### config.mk
export PLATFORM = sky130hd
export DESIGN_NAME = rng_address_gen
export DESIGN_NICKNAME = d
export VERILOG_FILES = /design/src/rtl/rng_address_gen.sv
export SDC_FILE = /design/constraint.sdc
export NUM_CORES = 1
export LEC_CHECK = 0
export BUFFER_PORTS_ARGS = -buffer_cell sky130_fd_sc_hd__buf_2
export CAP_MARGIN = 20
export CORE_MARGIN = 10
export CORE_UTILIZATION = 55
export CTS_CLUSTER_DIAMETER = 150
export DETAILED_ROUTE_END_ITERATION = 10
export PLACE_DENSITY = 0.76
export SLEW_MARGIN = 25
export SYNTH_ARGS = -nofsm -noshare
export SYNTH_HDL_FRONTEND = slang
export SYNTH_SLANG_ARGS = --single-unit
### constraint.sdc
create_clock -name clock -period 7.2 [get_ports clock]
set_input_delay 1.44 -clock clock [delete_from_list [all_inputs] [get_ports clock]]
set_output_delay 1.44 -clock clock [all_outputs]
set_load 0.02 [all_outputs]
### src/rtl/rng_address_gen.sv
// Iterative restoring modulo: rng_address = which mod betterNeighborCount, one quotient bit per cycle.
// Optional macro RNG_ADDRESS_ZERO_ERR_EN adds the zero_count_err flag output.
module rng_address_gen #(
    parameter int unsigned WORD_WIDTH = 16,
    parameter int unsigned CNT_WIDTH  = 5
) (
    input  logic                  clock,
    input  logic                  nrst,
    input  logic                  en,
    input  logic                  start_rngAddress,
    input  logic [WORD_WIDTH-1:0] betterNeighborCount,
    input  logic [WORD_WIDTH-1:0] which,
    output logic [WORD_WIDTH-1:0] rng_address,
    output logic                  done_rng_address
`ifdef RNG_ADDRESS_ZERO_ERR_EN
    ,
    output logic                  zero_count_err
`endif
);

    typedef enum logic [1:0] {
        IDLE = 2'd0,
        DIV  = 2'd1,
        DONE = 2'd2
    } state_t;

    state_t                state, state_nxt;
    logic [WORD_WIDTH-1:0] q, q_nxt;
    logic [WORD_WIDTH-1:0] d, d_nxt;
    logic [WORD_WIDTH-1:0] rem, rem_nxt;
    logic [CNT_WIDTH-1:0]  iter, iter_nxt;
    logic [WORD_WIDTH-1:0] addr_nxt;
    logic                  done_nxt;
    logic                  zerr, zerr_nxt;

    logic [WORD_WIDTH:0]   t;
    logic [WORD_WIDTH-1:0] diff;

    // q is shifted left each step, so its MSB is always q[iter] of the latched dividend
    assign t    = {rem, q[WORD_WIDTH-1]};
    assign diff = t[WORD_WIDTH-1:0] - d;

    always_ff @(posedge clock or negedge nrst) begin
        if (!nrst) begin
            state            <= IDLE;
            q                <= '0;
            d                <= '0;
            rem              <= '0;
            iter             <= '0;
            rng_address      <= '0;
            done_rng_address <= 1'b0;
            zerr             <= 1'b0;
        end else begin
            state            <= state_nxt;
            q                <= q_nxt;
            d                <= d_nxt;
            rem              <= rem_nxt;
            iter             <= iter_nxt;
            rng_address      <= addr_nxt;
            done_rng_address <= done_nxt;
            zerr             <= zerr_nxt;
        end
    end

    always_comb begin
        state_nxt = state;
        q_nxt     = q;
        d_nxt     = d;
        rem_nxt   = rem;
        iter_nxt  = iter;
        addr_nxt  = rng_address;
        done_nxt  = done_rng_address;
        zerr_nxt  = zerr;
        if (en) begin
            case (state)
                IDLE: begin
                    done_nxt = 1'b0;
                    zerr_nxt = 1'b0;
                    if (start_rngAddress) begin
                        q_nxt    = which;
                        d_nxt    = betterNeighborCount;
                        rem_nxt  = '0;
                        iter_nxt = CNT_WIDTH'(WORD_WIDTH - 1);
                        if (betterNeighborCount == '0) begin
                            state_nxt = DONE;
                            addr_nxt  = '0;
                            done_nxt  = 1'b1;
                            zerr_nxt  = 1'b1;
                        end else begin
                            state_nxt = DIV;
                        end
                    end
                end
                DIV: begin
                    rem_nxt = (t >= {1'b0, d}) ? diff : t[WORD_WIDTH-1:0];
                    q_nxt   = {q[WORD_WIDTH-2:0], 1'b0};
                    if (iter == '0) begin
                        addr_nxt  = rem_nxt;
                        done_nxt  = 1'b1;
                        state_nxt = DONE;
                    end else begin
                        iter_nxt = iter - CNT_WIDTH'(1);
                    end
                end
                DONE: begin
                    if (!start_rngAddress) begin
                        state_nxt = IDLE;
                        done_nxt  = 1'b0;
                        zerr_nxt  = 1'b0;
                    end
                end
                default: begin
                    state_nxt = IDLE;
                    done_nxt  = 1'b0;
                    zerr_nxt  = 1'b0;
                end
            endcase
        end
    end

`ifdef RNG_ADDRESS_ZERO_ERR_EN
    assign zero_count_err = zerr;
`endif

endmodule

==> impl_results.md <==
- Clk_lat worst skew: approximately 0.36 ns
- First-pass DRT Iterations: 5
- Number of flops mapped to enable cells by yosys: 0
- Crit-path slowest cell: nor4_1
- Post-synth cell types: 72
- Crit path max-delay family: compound AO/OA/AOI/OAI gates
- Final period utilization: roughly 43%
- Ys async rst share: between 90% and 100%
- First-pass GRT wire length: 20,400 um
- Pre-CTS WS: 3.75 ns
- Startpoint Class: input port
- FF-to-FF End: rem[13]$_DFFE_PN0P_
- Vias in the first global route: 4,191
- Sum of buffers and inverters on the critical path: 2
- Slew margin rel.: 38.5%
- Die H: between 100 and 150 um
- Commonest non-fill, non-tap cell in the layout: nand2_1
- Mapped Cells: ~540
- Register-to-Register Path Depth: 7
- Worst-Margin Slew: approximately 0.92 ns
- CTS resizes: 0
- IO Port Bufs: 52
- Slew Viols, Final: 0
- Min-delay src: rng_address[8]$_DFFE_PN0P_
- Chip width: 112 um
- Worst R2R Setup Slack: 4.19 ns
- TritonCTS Sinks: a little over 70
- Reg clk slew, reported paths: ~0.08 ns
- Initial antenna violation count: 0
- CTS root buf: clkbuf_8
- Hold Vio Cnt, Final: 0
- Max_cap viols: 0
- Setup_tns: 0 ns
- Num CTS Buffers: 9
- Most frequent cells in the layout: 91 x nand2_1, 72 x dfrtp_1, 52 x buf_2
- Cts-stage hold buffer count: 0
- Filler Cell Count: 741
- CP Data Arrival Time: 3.41 ns
- GRT Total Usage: a little under a fifth
- Final worst slack: 4.07 ns
- Initial Util: about 57%
- Top cell by count, worst path: o211ai_1
- Area delta synth->final: 9.81%
- WL final: 12,300 um
- # Post-CTS Setup Buffers: 0
- Seq/Total Area, Yosys: between 30% and 40%
- Num ports: 53
- Min Tclk post-route: approximately 3.1 ns
- Final Setup Violations: 0
- Hold Path End: rng_address[8]$_DFFE_PN0P_
- Core Region: a little over 8000 um^2
- Total grt overflow: 0
- First-iteration detailed-routing DRC count: between 300 and 400
- Crit path cell chain: buf_2 -> nor4_1 -> a41o_1 -> o211ai_1 -> buf_4 -> nor2_2 -> o21ai_0 -> o211ai_1
- Placement Rows: 33
- Worst VDD drop: ~0.31 mV
- WL per Instance: 18.1 um
- Clock buffer depth: 2
- R2r startpoint: rem[5]$_DFFE_PN0P_
- CTS tree: done
- Leakage: approximately 2.3 nW
- Layout cells sized above 1: roughly 16%
- Most common flop cell mapped by yosys: dfrtp_1
- Layout Utilization: 62.2%
- Worst Clk Skew: approximately 0.015 ns
- Largest net degree at the start of global routing: 73
- Register bit total from synthesis: ~70
- Synthesized area: approximately 4700 um^2
- Die area: around 13,000 um^2
- H-tree depth: 3
- Hold Crit Depth: 2
- CP Class: in -> reg
- Via Count: 4,347
- Fmax: roughly 0.32 GHz
- Worst EP required: around 7.5 ns
- Routed vias/inst: approximately 6.4
- Mapped Nets: between 500 and 600
- Max stage delay on crit path: 0.47 ns
- Worst min path class: reg -> reg
- Worst-path maximum fanout: 23
- Ys Warns: 0
- RSZ-0062 raised after global routing: no
- Nets: 628
- # DRC: 0
- Syn Area/Cell: ~8.6 um^2
- Detailed placement HPWL: 8840 um
- DRT antenna net count: 0
- Worst Setup End Kind: flop
- Antenna diodes: 0
- Cell Pwr Density: 377 nW/um^2
- GP Congestion: approximately 0.90
- Outcome: finished, final reports clean
==> cells by family after synthesis <==
group,count (synthesis),share of synthesized area [%]
AO/OA/AOI/OAI,172,26.6
buffers and inverters,64,6.72
flip-flops,72,38.7
AND/OR/NAND/NOR,208,21.1
XOR/XNOR,6,1.13
multiplexers,2,0.457
adder cells (fa/ha/maj),19,5.27
==> power by group <==
group          internal (W)  switching, W  total [W]
Combinational      0.000341      0.000623   0.000964
Sequential         0.000523     0.0000767   0.000600
Clock              0.000196      0.000168   0.000364
==> metrics by stage <==
step	hold WS, ns	cell area [um^2]	power, W	instances
floorplan	0.463	4660	0.00134	543
global placement	0.472	4890	0.00152	667
detailed placement	0.485	4890	0.00155	667
CTS	0.498	5110	0.00191	683
global route	0.525	5110	0.00207	683
finish	0.499	5110	0.00193	683
==> sequential cells by signal (all words and copies together) (netlist names) <==
signal,flops
rng_address,16
d,16
q,16
rem,16
iter,5
done_rng_address,1
state,2
==> tightest hold or removal path: cells and delay by family, from the launching register on <==
kind | cells | cell delay, ns
DFF | 1 | 0.36
and+or+nand+nor | 1 | 0.07
AOI/OAI and AO/OA | 1 | 0.05
==> area by class of cell <==
| cell class | count | area (um^2) | share of cell area (%) |
|---|---|---|---|
| clock buffer | 10 | 128 | 2.50 |
| clock inverter | 6 | 91.3 | 1.79 |
| inverter | 24 | 90.1 | 1.76 |
| multi-input combinational | 407 | 2560 | 50.0 |
| sequential | 72 | 1800 | 35.2 |
| tap | 105 | 131 | 2.57 |
| timing repair buffer | 59 | 313 | 6.12 |
==> how the worst max path moves through the flow <==
stage | startpoint | end | slack, ns | depth (start not counted)
after floorplan | en | rng_address[11]$_DFFE_PN0P_ | 4.39 | 7
after global placement | betterNeighborCount[10] | rng_address[11]$_DFFE_PN0P_ | 3.85 | 8
after detailed placement | betterNeighborCount[10] | rng_address[11]$_DFFE_PN0P_ | 3.75 | 8
after CTS | betterNeighborCount[10] | rng_address[11]$_DFFE_PN0P_ | 4.12 | 8
after global routing | en | rem[13]$_DFFE_PN0P_ | 3.91 | 6
final | betterNeighborCount[10] | rng_address[11]$_DFFE_PN0P_ | 4.07 | 8
==> routing by layer <==
layer,up-vias,GRT usage (%),share of wire [%]
li1,2061,-,-
met3,37,3.41,6.0
met2,173,32.0,48
met5,-,0,0
met4,0,9.64,3.9
met1,2076,23.4,42
==> cell usage after synthesis, types with 5 or more instances <==
cell       n  share of area [%]
nand4_1   10                1.3
and3_1     7               0.94
o211ai_1  32                5.2
o31ai_1    7                1.1
xnor2_1    5               0.94
nand3_1   18                1.9
a211oi_1   8                1.3
o21ai_0   32                3.4
dfrtp_1   72                 39
buf_2     12                1.3
ha_1      18                4.8
clkbuf_1  18                1.5
inv_1     24                1.9
nor2_1    36                2.9
and2_1     8                1.1
a21oi_1   22                2.4
nand2_1   91                7.3
nand2b_1   6               0.81
nor3_1     9               0.97
a31oi_1   15                2.0
Power figures use the tool's default switching activity.
